--- config.mk ---
export PLATFORM = sky130hd
export DESIGN_NAME = oam_dma_controller
export DESIGN_NICKNAME = d
export VERILOG_FILES = /design/src/rtl/gb_dma_pkg.sv /design/src/rtl/dma_bus_mux.sv /design/src/rtl/oam_dma_controller.sv
export SDC_FILE = /design/constraint.sdc
export NUM_CORES = 1
export LEC_CHECK = 0
export ABC_AREA = 1
export CAP_MARGIN = 20
export CORE_ASPECT_RATIO = 1.75
export CORE_MARGIN = 3
export CORE_UTILIZATION = 38
export CTS_CLUSTER_DIAMETER = 150
export DETAILED_ROUTE_END_ITERATION = 10
export GPL_ROUTABILITY_DRIVEN = 0
export PLACE_DENSITY = 0.69
export SLEW_MARGIN = 20
export SYNTH_ARGS = -nofsm -noshare
export SYNTH_HDL_FRONTEND = slang
export SYNTH_SLANG_ARGS = --single-unit
--- constraint.sdc ---
create_clock -name clk -period 2.1 [get_ports clk]
set_clock_uncertainty 0.05 [all_clocks]
set_input_delay 0.525 -clock clk [delete_from_list [all_inputs] [get_ports clk]]
set_output_delay 0.525 -clock clk [all_outputs]
set_load 0.005 [all_outputs]
--- src/rtl/gb_dma_pkg.sv ---
// Shared types and constants for the OAM DMA engine.
//   dma_state_e : engine state (IDLE, START, XFER)
//   OAM_BASE    : first OAM byte written by a transfer
//   HRAM_LO/HI  : CPU window that stays reachable while a transfer runs
//   ECHO_MASK   : folds FExx/FFxx sources back onto DExx/DFxx
//   is_hram()   : HRAM address range test
package gb_dma_pkg;

   typedef enum logic [1:0] {
      IDLE  = 2'd0,
      START = 2'd1,
      XFER  = 2'd2
   } dma_state_e;

   localparam logic [15:0] OAM_BASE      = 16'hFE00;
   localparam logic [15:0] HRAM_LO       = 16'hFF80;
   localparam logic [15:0] HRAM_HI       = 16'hFFFE;
   localparam logic [15:0] ECHO_MASK     = 16'hDFFF;
   localparam logic [7:0]  BLOCKED_RDATA = 8'hFF;

   function automatic logic is_hram(input logic [15:0] addr);
      return (addr >= HRAM_LO) && (addr <= HRAM_HI);
   endfunction

endpackage

--- src/rtl/dma_bus_mux.sv ---
// Combinational selection between the CPU bus and the DMA path onto the memory port.
//   xfer               : transfer in progress (CPU locked out except HRAM window)
//   dma_rd / dma_wr    : DMA read (phase 0) / write (phase 1) cycle
//   dma_src / dma_dst  : DMA source and OAM destination addresses
//   dma_wdata          : byte latched during the read phase
//   dma_reg            : current DMA register value, returned on register reads
//   cpu_*              : CPU bus; cpu_rdata returns data (or BLOCKED_RDATA)
//   mem_*              : memory port
module dma_bus_mux
   import gb_dma_pkg::*;
#(
   parameter int unsigned     ADDR_WIDTH   = 16,
   parameter int unsigned     DATA_WIDTH   = 8,
   parameter logic [15:0]     DMA_REG_ADDR = 16'hFF46
) (
   input  logic                  xfer,
   input  logic                  dma_rd,
   input  logic                  dma_wr,
   input  logic [ADDR_WIDTH-1:0] dma_src,
   input  logic [ADDR_WIDTH-1:0] dma_dst,
   input  logic [DATA_WIDTH-1:0] dma_wdata,
   input  logic [DATA_WIDTH-1:0] dma_reg,
   input  logic [ADDR_WIDTH-1:0] cpu_addr,
   input  logic [DATA_WIDTH-1:0] cpu_wdata,
   input  logic                  cpu_wr_en,
   input  logic                  cpu_rd_en,
   output logic [DATA_WIDTH-1:0] cpu_rdata,
   output logic [ADDR_WIDTH-1:0] mem_addr,
   output logic [DATA_WIDTH-1:0] mem_wdata,
   output logic                  mem_wr_en,
   output logic                  mem_rd_en,
   input  logic [DATA_WIDTH-1:0] mem_rdata
);

   logic reg_hit;
   logic cpu_fwd;

   always_comb begin
      reg_hit = (16'(cpu_addr) == DMA_REG_ADDR);
      // Outside a transfer the CPU owns the bus; inside, only HRAM in the window phases.
      cpu_fwd = !xfer || (!dma_rd && !dma_wr && is_hram(16'(cpu_addr)));

      mem_addr  = cpu_addr;
      mem_wdata = cpu_wdata;
      mem_wr_en = 1'b0;
      mem_rd_en = 1'b0;

      if (dma_rd) begin
         mem_addr  = dma_src;
         mem_rd_en = 1'b1;
      end else if (dma_wr) begin
         mem_addr  = dma_dst;
         mem_wdata = dma_wdata;
         mem_wr_en = 1'b1;
      end else if (cpu_fwd) begin
         // The DMA register lives here, never in memory.
         mem_wr_en = cpu_wr_en && !reg_hit;
         mem_rd_en = cpu_rd_en;
      end

      if (reg_hit)      cpu_rdata = dma_reg;
      else if (cpu_fwd) cpu_rdata = mem_rdata;
      else              cpu_rdata = DATA_WIDTH'(BLOCKED_RDATA);
   end

endmodule

--- src/rtl/oam_dma_controller.sv ---
// OAM DMA engine and CPU/DMA bus arbiter in front of the memory array.
// A CPU write to DMA_REG_ADDR copies BYTE_COUNT bytes from {dma_reg,8'h00} to FE00+.
// Optional feature macro: OAM_DMA_RESTART_EN -- a register write during a transfer
// restarts it with the new source; otherwise such writes are dropped.
//   clk, rst (async, active high)
//   cpu_addr/cpu_wdata/cpu_wr_en/cpu_rd_en in, cpu_rdata out
//   mem_addr/mem_wdata/mem_wr_en/mem_rd_en out, mem_rdata in (combinational read)
//   dma_active out : high from register write acceptance until last byte written
module oam_dma_controller
   import gb_dma_pkg::*;
#(
   parameter int unsigned ADDR_WIDTH    = 16,
   parameter int unsigned DATA_WIDTH    = 8,
   parameter logic [15:0] DMA_REG_ADDR  = 16'hFF46,
   parameter int unsigned BYTE_COUNT    = 160,
   parameter int unsigned CLKS_PER_BYTE = 4,
   parameter int unsigned START_DELAY   = 4
) (
   input  logic                  clk,
   input  logic                  rst,
   input  logic [ADDR_WIDTH-1:0] cpu_addr,
   input  logic [DATA_WIDTH-1:0] cpu_wdata,
   input  logic                  cpu_wr_en,
   input  logic                  cpu_rd_en,
   output logic [DATA_WIDTH-1:0] cpu_rdata,
   output logic [ADDR_WIDTH-1:0] mem_addr,
   output logic [DATA_WIDTH-1:0] mem_wdata,
   output logic                  mem_wr_en,
   output logic                  mem_rd_en,
   input  logic [DATA_WIDTH-1:0] mem_rdata,
   output logic                  dma_active
);

   localparam int unsigned PW  = $clog2(CLKS_PER_BYTE);
   localparam int unsigned DLW = (START_DELAY > 1) ? $clog2(START_DELAY) : 1;

   dma_state_e            state_q, state_d;
   logic [7:0]            dma_reg_q, dma_reg_d;
   logic [7:0]            idx_q, idx_d;
   logic [PW-1:0]         phase_q, phase_d;
   logic [DLW-1:0]        delay_q, delay_d;
   logic [DATA_WIDTH-1:0] latch_q, latch_d;

   logic                  trigger;
   logic [15:0]           src_full;
   logic [15:0]           dst_full;

   assign trigger    = cpu_wr_en && (16'(cpu_addr) == DMA_REG_ADDR);
   assign dma_active = (state_q != IDLE);

   always_comb begin
      src_full = {dma_reg_q, 8'h00} + {8'h00, idx_q};
      // Sources at E0xx and above would hit OAM/IO; fold them onto the echo of WRAM.
      if (dma_reg_q >= 8'hE0) src_full = src_full & ECHO_MASK;
      dst_full = OAM_BASE + {8'h00, idx_q};
   end

   always_comb begin
      state_d   = state_q;
      dma_reg_d = dma_reg_q;
      idx_d     = idx_q;
      phase_d   = phase_q;
      delay_d   = delay_q;
      latch_d   = latch_q;

      unique case (state_q)
         IDLE: begin
            if (trigger) begin
               dma_reg_d = cpu_wdata[7:0];
               idx_d     = '0;
               phase_d   = '0;
               delay_d   = '0;
               state_d   = START;
            end
         end
         START: begin
            if (delay_q == DLW'(START_DELAY - 1)) begin
               delay_d = '0;
               state_d = XFER;
            end else begin
               delay_d = delay_q + 1'b1;
            end
         end
         XFER: begin
            if (phase_q == '0) latch_d = mem_rdata;
            if (phase_q == PW'(CLKS_PER_BYTE - 1)) begin
               phase_d = '0;
               if (idx_q == 8'(BYTE_COUNT - 1)) begin
                  idx_d   = '0;
                  state_d = IDLE;
               end else begin
                  idx_d = idx_q + 8'd1;
               end
            end else begin
               phase_d = phase_q + 1'b1;
            end
         end
         default: state_d = IDLE;
      endcase

`ifdef OAM_DMA_RESTART_EN
      if (trigger && (state_q != IDLE)) begin
         dma_reg_d = cpu_wdata[7:0];
         idx_d     = '0;
         phase_d   = '0;
         delay_d   = '0;
         state_d   = START;
      end
`endif
   end

   always_ff @(posedge clk or posedge rst) begin
      if (rst) begin
         state_q   <= IDLE;
         dma_reg_q <= 8'h00;
         idx_q     <= '0;
         phase_q   <= '0;
         delay_q   <= '0;
         latch_q   <= '0;
      end else begin
         state_q   <= state_d;
         dma_reg_q <= dma_reg_d;
         idx_q     <= idx_d;
         phase_q   <= phase_d;
         delay_q   <= delay_d;
         latch_q   <= latch_d;
      end
   end

   dma_bus_mux #(
      .ADDR_WIDTH  (ADDR_WIDTH),
      .DATA_WIDTH  (DATA_WIDTH),
      .DMA_REG_ADDR(DMA_REG_ADDR)
   ) u_mux (
      .xfer     (state_q == XFER),
      .dma_rd   ((state_q == XFER) && (phase_q == '0)),
      .dma_wr   ((state_q == XFER) && (phase_q == PW'(1))),
      .dma_src  (ADDR_WIDTH'(src_full)),
      .dma_dst  (ADDR_WIDTH'(dst_full)),
      .dma_wdata(latch_q),
      .dma_reg  (DATA_WIDTH'(dma_reg_q)),
      .cpu_addr (cpu_addr),
      .cpu_wdata(cpu_wdata),
      .cpu_wr_en(cpu_wr_en),
      .cpu_rd_en(cpu_rd_en),
      .cpu_rdata(cpu_rdata),
      .mem_addr (mem_addr),
      .mem_wdata(mem_wdata),
      .mem_wr_en(mem_wr_en),
      .mem_rd_en(mem_rd_en),
      .mem_rdata(mem_rdata)
   );

endmodule

==> flow_summary.ini, run 1 <==
[sta]
whs_ns = 0.4246
fin_crit_sh = 1.185
max_slew_margin = 0.7235
hold_viol_final = 0
rsz0062_at_grt = yes
drv_slew = 0
fin_ws_ns = -0.3889
min_period_ns = 2.489
fmax_mhz = 401.8
final-setup-viol-count = 34
worst_slew_pin_slew_ns = 0.4148

[clocking]
cts_sinks = 30
cts_tree = done
cts.hold.buffers_added = 0
clk_latency_ns = 0.29
cts_htree_levels = 2
clk_path_buf_depth = 2
clk_pin_slew_worst_paths_ns = 0.07
root_buffer = clkbuf_8
cts-buffers-inserted = 5

[setup_path]
cp_max_fo = 3
required_ns = 1.52
cp_cell_sequence = inv_2 -> ha_4 -> inv_2 -> buf_4 -> nand3_2 -> nor2_2 -> nand2_2 -> nand2_4 -> buf_6 -> nand2_1 -> a21oi_1 -> buf_2
cp-start-kind = flop
arrival_ns = 1.91
worstSetupPathDepth = 12
r2r_setup_slack_ns = 0.45
cpMaxStageDelayCell = dfrtp_2
r2r-start = phase_q[0]$_DFFE_PP0P_
crit_type = reg -> out
regToRegEndpoint = latch_q[1]$_DFFE_PP0N_
cp_top_family = simple AND/OR/NAND/NOR gates
r2r_cells = 11
cp-end-kind = output pin
critPathLaunch = phase_q[0]$_DFFE_PP0P_
crit_top_cell = inv_2
worst-path-buf-inv = 5
slowest_delay_ns = 0.41
crit_end = mem_wr_en

[synthesis]
synth_area_um2 = 2061
synth_most_common_cell = nand2_1
netlist.area_leader.share = 0.3643
synth.top_cells.by_area = dfrtp_1 36%, nand2_1 17%, inv_1 6.7%
synth_top_area_cell = dfrtp_1
async_flop_share = 1.000
ys_top_cells_by_count = 92 x nand2_1, 37 x inv_1, 33 x nor2_1, 30 x dfrtp_1, 18 x nand3_1
synth_cell_type_count = 27
synth_edf_count = 0
syn_inst = 294
avgSynthCellArea_um2 = 7.009
synth-seq-area-share = 0.3643
synth-seq-cells = 30
syn_nets = 335
ys.flop_type = dfrtp_1
yosys_warnings = 0

[die]
rows = 34
dieWidth_um = 61.67
die_area_um2 = 6377
io_pins = 71
initial_core_util = 0.4037
die_h_um = 103.4
placeableCoreArea_um2 = 5105

[final_layout]
layout.nets = 476
area_delta_synth_final_pct = 78.87
antenna_cells = 0
layout-drive-gt1-share = 0.4748
final_cell_area_um2 = 3686
n_fill_cell = 382

[hold_path]
min_path_type = reg -> reg

[power]
leakagePower_nw = 1.849
peakVddDrop_mv = 0.3558
power_density_nw_per_um2 = 375.8

[grt]
antenna_found_initial = 0
overflow = 0
grt_max_degree = 31
grt_pass1_wl_mm = 10.95
grt_pass1_vias = 2499
grt.total_usage = 0.2292

[drt]
drt_wl_total_mm = 7.297
remaining_drc_errors = 0
ant_nets = 0
routed_via_density = 5.002
vias = 2451
avgRoutedWirePerCell_um = 14.89
drtIter0Drc = 96
firstDrtPassIters = 4

[run_status]
outcome = complete, but fails checks
violations = negative setup slack

[place]
placed_area_um2 = 3082
place_hpwl_mm = 4.594
portBuffers = 70

[flow_run]
cap_violations = 0
-- cells in the final DEF (no fill, tap or decap), types with 4 or more instances in the layout --
master and n:
clkbuf_8 5, a22oi_2 7, o21ai_1 6, nor2_2 5, nand2_2 13, nor2_1 17
buf_12 5, inv_2 6, buf_4 40, o21ai_0 11, dfrtp_1 29, a21oi_1 5
clkbuf_2 11, nand2_4 4, nand3_1 17, a21oi_2 8, buf_6 28, clkdlybuf4s50_1 20
nand2_1 78, inv_1 31, o21ai_2 8, inv_4 4, nor2_4 15, buf_2 31
-- registers in the layout (all words and copies together), names as in the netlist --
| register | cells |
|---|---|
| dma_reg_q | 8 |
| idx_q | 8 |
| latch_q | 8 |
| delay_q | 2 |
| phase_q | 2 |
| state_q | 2 |
-- routing by layer --
layer	vias up	part of all wire	routed length, um	track usage
li1	1209	-	-	-
met1	1151	0.36	2598	0.2258
met2	76	0.57	4125	0.4350
met3	15	0.053	387	0.04348
met4	0	0.025	185	0.1062
met5	-	0	0	0
-- worst min path at each step --
stage	from	to	slack [ns]	depth (start not counted)
floorplan	dma_reg_q[4]$_DFFE_PP0P_	dma_reg_q[4]$_DFFE_PP0P_	0.39	2
global placement	dma_reg_q[6]$_DFFE_PP0P_	dma_reg_q[6]$_DFFE_PP0P_	0.40	2
detailed placement	latch_q[0]$_DFFE_PP0N_	latch_q[0]$_DFFE_PP0N_	0.41	2
CTS	dma_reg_q[6]$_DFFE_PP0P_	dma_reg_q[6]$_DFFE_PP0P_	0.43	2
global route	latch_q[4]$_DFFE_PP0N_	latch_q[4]$_DFFE_PP0N_	0.47	2
finish	latch_q[4]$_DFFE_PP0N_	latch_q[4]$_DFFE_PP0N_	0.42	2
-- per-stage QoR --
| step | power (W) | cells | worst slack, ns | TNS, ns | util |
|---|---|---|---|---|---|
| after floorplan | 0.0006545 | 294 | 0.1202 | 0 | - |
| after global placement | 0.0008078 | 451 | -0.9211 | -17.68 | 0.6037 |
| after detailed placement | 0.0008085 | 451 | -0.9272 | -18.57 | 0.6037 |
| after CTS | 0.001368 | 483 | -0.3113 | -8.166 | 0.6789 |
| after global routing | 0.001439 | 490 | -0.4626 | -11.34 | 0.7221 |
| final | 0.001385 | 490 | -0.3889 | -8.947 | 0.7221 |
-- worst min-delay path, cell delays in order, from the launching register on --
cell and delay (ns):
dfrtp_1 0.35, nand2_1 0.05, nand2_1 0.04
-- cell families (layout without fill, tap and decap cells) --
logic type	Yosys count	after routing	synth area share
compound gates	46	46	0.1214
fa+ha+maj	5	5	0.03036
simple gates	161	162	0.3534
flops	30	30	0.3643
buf+inv	49	190	0.1087
mux	3	3	0.02186
-- what timing repair did --
| item | 4_1_cts | 5_1_grt |
|---|---|---|
| setup buffers | 23 | 6 |
| gates resized for setup | 217 | 77 |
| cloned | 1 | 1 |
| endpoints found under the setup margin | 34 | 34 |
| pin swaps | 27 | 22 |
-- layout make-up --
type | instances | area [um2] | share of cell area
clock inverters | 3 | 40.04 | 0.01086
inverters | 41 | 163.9 | 0.04447
clock buffers | 5 | 68.82 | 0.01867
repair buffers | 141 | 1199 | 0.3252
multi-input cells | 216 | 1395 | 0.3785
well taps | 54 | 67.56 | 0.01833
flip-flops and latches | 30 | 752.0 | 0.2040
-- report_power, final --
group          internal [W]  switching, W
sequential         0.000585    0.00000621
combinational      0.000116     0.0000904
clock              0.000349      0.000239
total               0.00105      0.000335
Power figures use the tool's default switching activity.
==> inputs of run 2 (changes only) <==
--- a/config.mk
+++ b/config.mk
@@ -6,14 +6,16 @@
 export NUM_CORES = 1
 export LEC_CHECK = 0
 export ABC_AREA = 1
+export ABC_CLOCK_PERIOD_IN_PS = 2100
 export CAP_MARGIN = 20
 export CORE_ASPECT_RATIO = 1.75
 export CORE_MARGIN = 3
-export CORE_UTILIZATION = 38
+export CORE_UTILIZATION = 46
 export CTS_CLUSTER_DIAMETER = 150
 export DETAILED_ROUTE_END_ITERATION = 10
 export GPL_ROUTABILITY_DRIVEN = 0
-export PLACE_DENSITY = 0.69
+export HOLD_SLACK_MARGIN = 0.15
+export PLACE_DENSITY = 0.81
 export SLEW_MARGIN = 20
 export SYNTH_ARGS = -nofsm -noshare
 export SYNTH_HDL_FRONTEND = slang
==> flow_summary.ini, run 2 (synthesized netlist as in run 1, its figures left out) <==
[die]
dieWidth_um = 56.60
rows = 31
die_area_um2 = 5350
initial_core_util = 0.4874
placeableCoreArea_um2 = 4228
io_pins = 71
die_h_um = 94.54

[setup_path]
r2r-start = idx_q[1]$_DFFE_PP0P_
required_ns = 1.52
cp-end-kind = output pin
cp-start-kind = flop
r2r_setup_slack_ns = 0.41
arrival_ns = 1.83
regToRegEndpoint = idx_q[5]$_DFFE_PP0P_
r2r_cells = 8
cp_max_fo = 6
crit_type = reg -> out

[final_layout]
antenna_cells = 0
final_common_cell = nand2_1
layout_common_cells = 76 x nand2_1, 42 x buf_2, 32 x inv_1, 32 x buf_4, 30 x dfrtp_1
n_fill_cell = 274
layout-drive-gt1-share = 0.4490
layout.nets = 453
top_regs = dma_reg_q (8), idx_q (8), latch_q (8)
area_delta_synth_final_pct = 63.51

[drt]
remaining_drc_errors = 0
drt_wl_total_mm = 7.982
vias = 2541
ant_nets = 0
firstDrtPassIters = 4
routed_via_density = 5.512
avgRoutedWirePerCell_um = 17.31
drtIter0Drc = 105

[sta]
worst_slew_pin_slew_ns = 0.4147
min_period_ns = 2.406
final-setup-viol-count = 34
whs_ns = 0.4235
drv_slew = 0
fin_ws_ns = -0.3057
max_slew_margin = 0.7236
fmax_mhz = 415.7
tns_ns = -7.691
fin_crit_sh = 1.146
hold_viol_final = 0
rsz0062_at_grt = yes

[run_status]
outcome = complete, but fails checks
violations = negative setup slack

[place]
place_ws_ns = -1.002
portBuffers = 70
place_hpwl_mm = 4.752

[power]
finalPower_w = 0.001242
leakagePower_nw = 1.718
power_density_nw_per_um2 = 368.5
peakVddDrop_mv = 0.3284

[clocking]
cts_tree = done
clk_pin_slew_worst_paths_ns = 0.07
cts_htree_levels = 2
cts-buffers-inserted = 5
cts_sinks = 30
clk_latency_ns = 0.28
clk_path_buf_depth = 2
root_buffer = clkbuf_8

[grt]
antenna_found_initial = 0
grt_pass1_vias = 2657
grt_max_degree = 31
grt_pass1_wl_mm = 12.34
grt.total_usage = 0.3016
overflow = 0

[hold_path]
worstHoldEndpoint = latch_q[4]$_DFFE_PP0N_
min_path_type = reg -> reg
hp-start = latch_q[4]$_DFFE_PP0N_
worstHoldPathCells = 2

[flow_run]
cap_violations = 0
## run 2: how the worst max path moves through the flow
| stage | end | start | depth (start not counted) | slack, ns |
|---|---|---|---|---|
| floorplan | mem_wr_en | phase_q[0]$_DFFE_PP0P_ | 9 | 0.12 |
| global placement | mem_wr_en | cpu_addr[14] | 10 | -0.94 |
| detailed placement | mem_wr_en | cpu_addr[13] | 10 | -1.00 |
| CTS | cpu_rdata[2] | phase_q[0]$_DFFE_PP0P_ | 11 | -0.23 |
| global route | mem_wdata[1] | phase_q[1]$_DFFE_PP0P_ | 10 | -0.35 |
| finish | mem_wdata[6] | phase_q[1]$_DFFE_PP0P_ | 9 | -0.31 |
## run 2: worst max-delay path: stages (launching register included)
cell     delay [ns]
dfrtp_1        0.39
inv_2          0.09
ha_4           0.13
inv_2          0.04
buf_6          0.12
nor2_8         0.15
buf_12         0.13
nand2_8        0.08
mux2_4         0.31
buf_6          0.12
## run 2: where the power goes
group          switching [W]  internal, W  leakage (nW)  total (W)
Combinational      0.0000917     0.000108          1.30   0.000199
Clock               0.000229     0.000222        0.0438   0.000451
Sequential        0.00000582     0.000586         0.376   0.000591
## run 2: stage by stage
| step | area [um2] | utilization | std cells |
|---|---|---|---|
| 2_1_floorplan | 2061 | - | 294 |
| 3_3_place_gp | 3013 | 0.7126 | 436 |
| 3_5_place_dp | 3013 | 0.7126 | 436 |
| 4_1_cts | 3313 | 0.7837 | 459 |
| 5_1_grt | 3369 | 0.7970 | 461 |
| 6_report | 3369 | 0.7970 | 461 |
## run 2: routing by layer
metal  share of wire  vias to the layer above  wire (um)  track usage
met2            0.55                      143       4401       0.5560
li1                -                     1166          -            -
met5               0                        -          0            0
met1            0.32                     1191       2523       0.2704
met3           0.072                       41        571      0.06840
met4           0.061                        0        485       0.2475
## run 2: cell type report
type	instances	area (um2)	share of cell area
Sequential cell	30	750.7	0.2228
Inverter	41	163.9	0.04864
Clock inverter	2	10.01	0.002971
Tap cell	49	61.31	0.01820
Multi-Input combinational cell	215	1359	0.4033
Timing Repair Buffer	119	955.9	0.2837
Clock buffer	5	68.82	0.02042
## run 2: repair_timing
item | 4_1_cts | 5_1_grt
resized for setup | 257 | 33
cloned | 1 | 1
setup endpoints to repair | 34 | 34
buffers inserted | 15 | 3
pin swaps | 27 | 24
hold buffers | 0 | 0
==> inputs of run 3 (changes only) <==
--- a/config.mk
+++ b/config.mk
@@ -10,13 +10,13 @@
 export CAP_MARGIN = 20
 export CORE_ASPECT_RATIO = 1.75
 export CORE_MARGIN = 3
-export CORE_UTILIZATION = 46
+export CORE_UTILIZATION = 48
 export CTS_CLUSTER_DIAMETER = 150
 export DETAILED_ROUTE_END_ITERATION = 10
 export GPL_ROUTABILITY_DRIVEN = 0
 export HOLD_SLACK_MARGIN = 0.15
 export PLACE_DENSITY = 0.81
-export SLEW_MARGIN = 20
 export SYNTH_ARGS = -nofsm -noshare
 export SYNTH_HDL_FRONTEND = slang
+export SYNTH_HIERARCHICAL = 1
 export SYNTH_SLANG_ARGS = --single-unit
==> flow_summary.ini, run 3 <==
[synthesis]
ys.flop_type = dfrtp_1
synthSimpleGateAreaFrac = 0.5152
synth_most_common_cell = nand2_1
synth_top_family_by_area = simple AND/OR/NAND/NOR gates
async_flop_share = 1.000
synth-seq-cells = 30
netlist.area_leader.share = 0.3141
synth_fa_ha_area_frac = 0.02618
synth_top_area_cell = dfrtp_1
synth.mux.area_fraction = 0
synth_area_um2 = 2390
syn_inst = 375
ys_top_cells_by_count = 173 x nand2_1, 43 x nor2_1, 30 x dfrtp_1, 27 x inv_1, 23 x nand3_1
yosys_warnings = 6
synth_cell_type_count = 29
synth_edf_count = 0
synth-seq-area-share = 0.3141
synthXorXnorAreaFrac = 0
synth_compound_area_frac = 0.05393
avgSynthCellArea_um2 = 6.373
synth.top_cells.by_area = dfrtp_1 31%, nand2_1 27%, nor2_1 6.8%

[setup_path]
critPathLaunch = phase_q[0]$_DFFE_PP0P_
cpMaxStageDelayCell = dfrtp_1
arrival_ns = 1.99
crit_type = reg -> out
slowest_delay_ns = 0.43
cp-start-kind = flop
r2r-start = idx_q[0]$_DFFE_PP0P_
cp-end-kind = output pin
required_ns = 1.52
cp_max_fo = 5
crit_top_cell = nor2_4
cp_cell_sequence = buf_6 -> ha_4 -> inv_2 -> nor2_4 -> nor2_4 -> nand2_4 -> nor2_4 -> nand2_4 -> nand2_8 -> buf_6 -> a21oi_2 -> buf_2

[place]
place_ws_ns = -0.7790
place_hpwl_mm = 5.486
dp_cells = 540
portBuffers = 70
placed_area_um2 = 3462

[final_layout]
final_common_cell = nand2_1
layout.nets = 575
final_cell_area_um2 = 4149
antenna_cells = 0
top_regs = dma_reg_q (8), idx_q (8), latch_q (8)
layout_common_cells = 142 x nand2_1, 58 x buf_4, 36 x nor2_1
fin_cells = 586
area_delta_synth_final_pct = 73.61
layout-drive-gt1-share = 0.4232

[clocking]
clk_path_buf_depth = 2
cts_sinks = 30
cts_htree_levels = 2
clk_latency_ns = 0.30
cts.hold.buffers_added = 0
cts-buffers-inserted = 5
cts_tree = done
root_buffer = clkbuf_8
clk_pin_slew_worst_paths_ns = 0.07

[drt]
vias = 3398
routed_via_density = 5.799
drtIter0Drc = 301
firstDrtPassIters = 6
remaining_drc_errors = 0
ant_nets = 0
avgRoutedWirePerCell_um = 20.01
drt_wl_total_mm = 11.73

[die]
rows = 33
placeableCoreArea_um2 = 4748
io_pins = 71
initial_core_util = 0.5033
die_h_um = 99.34
die_area_um2 = 5895
dieWidth_um = 59.34

[sta]
fin_ws_ns = -0.4633
rsz0062_at_grt = yes
fin_crit_sh = 1.221
drv_slew = 0
fmax_mhz = 390.1
final-setup-viol-count = 34
min_period_ns = 2.563
hold_viol_final = 0

[hold_path]
hp-start = delay_q[1]$_DFFE_PP0P_
min_path_type = reg -> reg

[power]
finalPower_w = 0.001324
leakagePower_nw = 2.245
peakVddDrop_mv = 0.5342
power_density_nw_per_um2 = 319.1

[grt]
grt_pass1_wl_mm = 14.59
overflow = 0
antenna_found_initial = 0
grt_pass1_vias = 3207
grt_max_degree = 31
grt.total_usage = 0.3250

[flow_run]
cap_violations = 0

[run_status]
outcome = complete, but fails checks
violations = negative setup slack
==> run 3: critical path: cells and delay by family, from the launching register on <==
family	cells	cell delay, ns
flip-flops	1	0.43
AO/OA/AOI/OAI	1	0.04
adder cells (fa/ha/maj)	1	0.15
AND/OR/NAND/NOR	6	0.65
buffers and inverters	4	0.42
==> run 3: timing repair <==
item	4_1_cts	5_1_grt
cloned	4	1
resized for setup	217	63
pin swaps	30	9
setup buffers	29	7
endpoints found under the setup margin	34	34
==> run 3: logic make-up after synthesis <==
family	count (synthesis)
AO/OA/AOI/OAI	21
adder cells (fa/ha/maj)	5
buffers and inverters	43
flip-flops	30
other	2
AND/OR/NAND/NOR	274
==> run 3: through the flow <==
stage | util | setup TNS, ns | hold WS, ns
2_1_floorplan | - | 0 | 0.3959
3_3_place_gp | 0.7291 | -16.31 | 0.4099
3_5_place_dp | 0.7291 | -16.88 | 0.4149
4_1_cts | 0.8087 | -8.351 | 0.4315
5_1_grt | 0.8738 | -14.97 | 0.4941
6_report | 0.8738 | -13.08 | 0.4429
==> run 3: final timing paths <==
check / end / slack, ns / depth (start not counted)
max: cpu_rdata[7] / -0.46 / 12
min: delay_q[1]$_DFFE_PP0P_ / 0.44 / 2
max reg2reg: state_q[1]$_DFFE_PP0P_ / 0.07 / 6
min reg2reg: delay_q[1]$_DFFE_PP0P_ / 0.44 / 2
max in group asynchronous: latch_q[3]$_DFFE_PP0P_ / 1.14 / 3
min in group asynchronous: phase_q[0]$_DFFE_PP0P_ / 0.56 / 3
==> run 3: per-layer routing <==
layer | global-route usage | vias up | routed length, um
met5 | 0 | - | 0
met4 | 0.1990 | 0 | 915
met3 | 0.05065 | 87 | 865
met2 | 0.5965 | 259 | 6127
met1 | 0.3212 | 1577 | 3817
li1 | - | 1475 | -
==> run 3: power by group <==
group          internal (W)  switching (W)
clock              0.000228       0.000238
sequential         0.000579    0.000000872
combinational      0.000149       0.000129
total              0.000956       0.000368
==> run 3: layout make-up <==
cell class	count	area (um2)
tap	52	65.06
inverter	36	165.2
timing repair buffer	151	1296
clock buffer	7	76.32
multi-input combinational	310	1795
sequential	30	750.7
fill	229	599.3
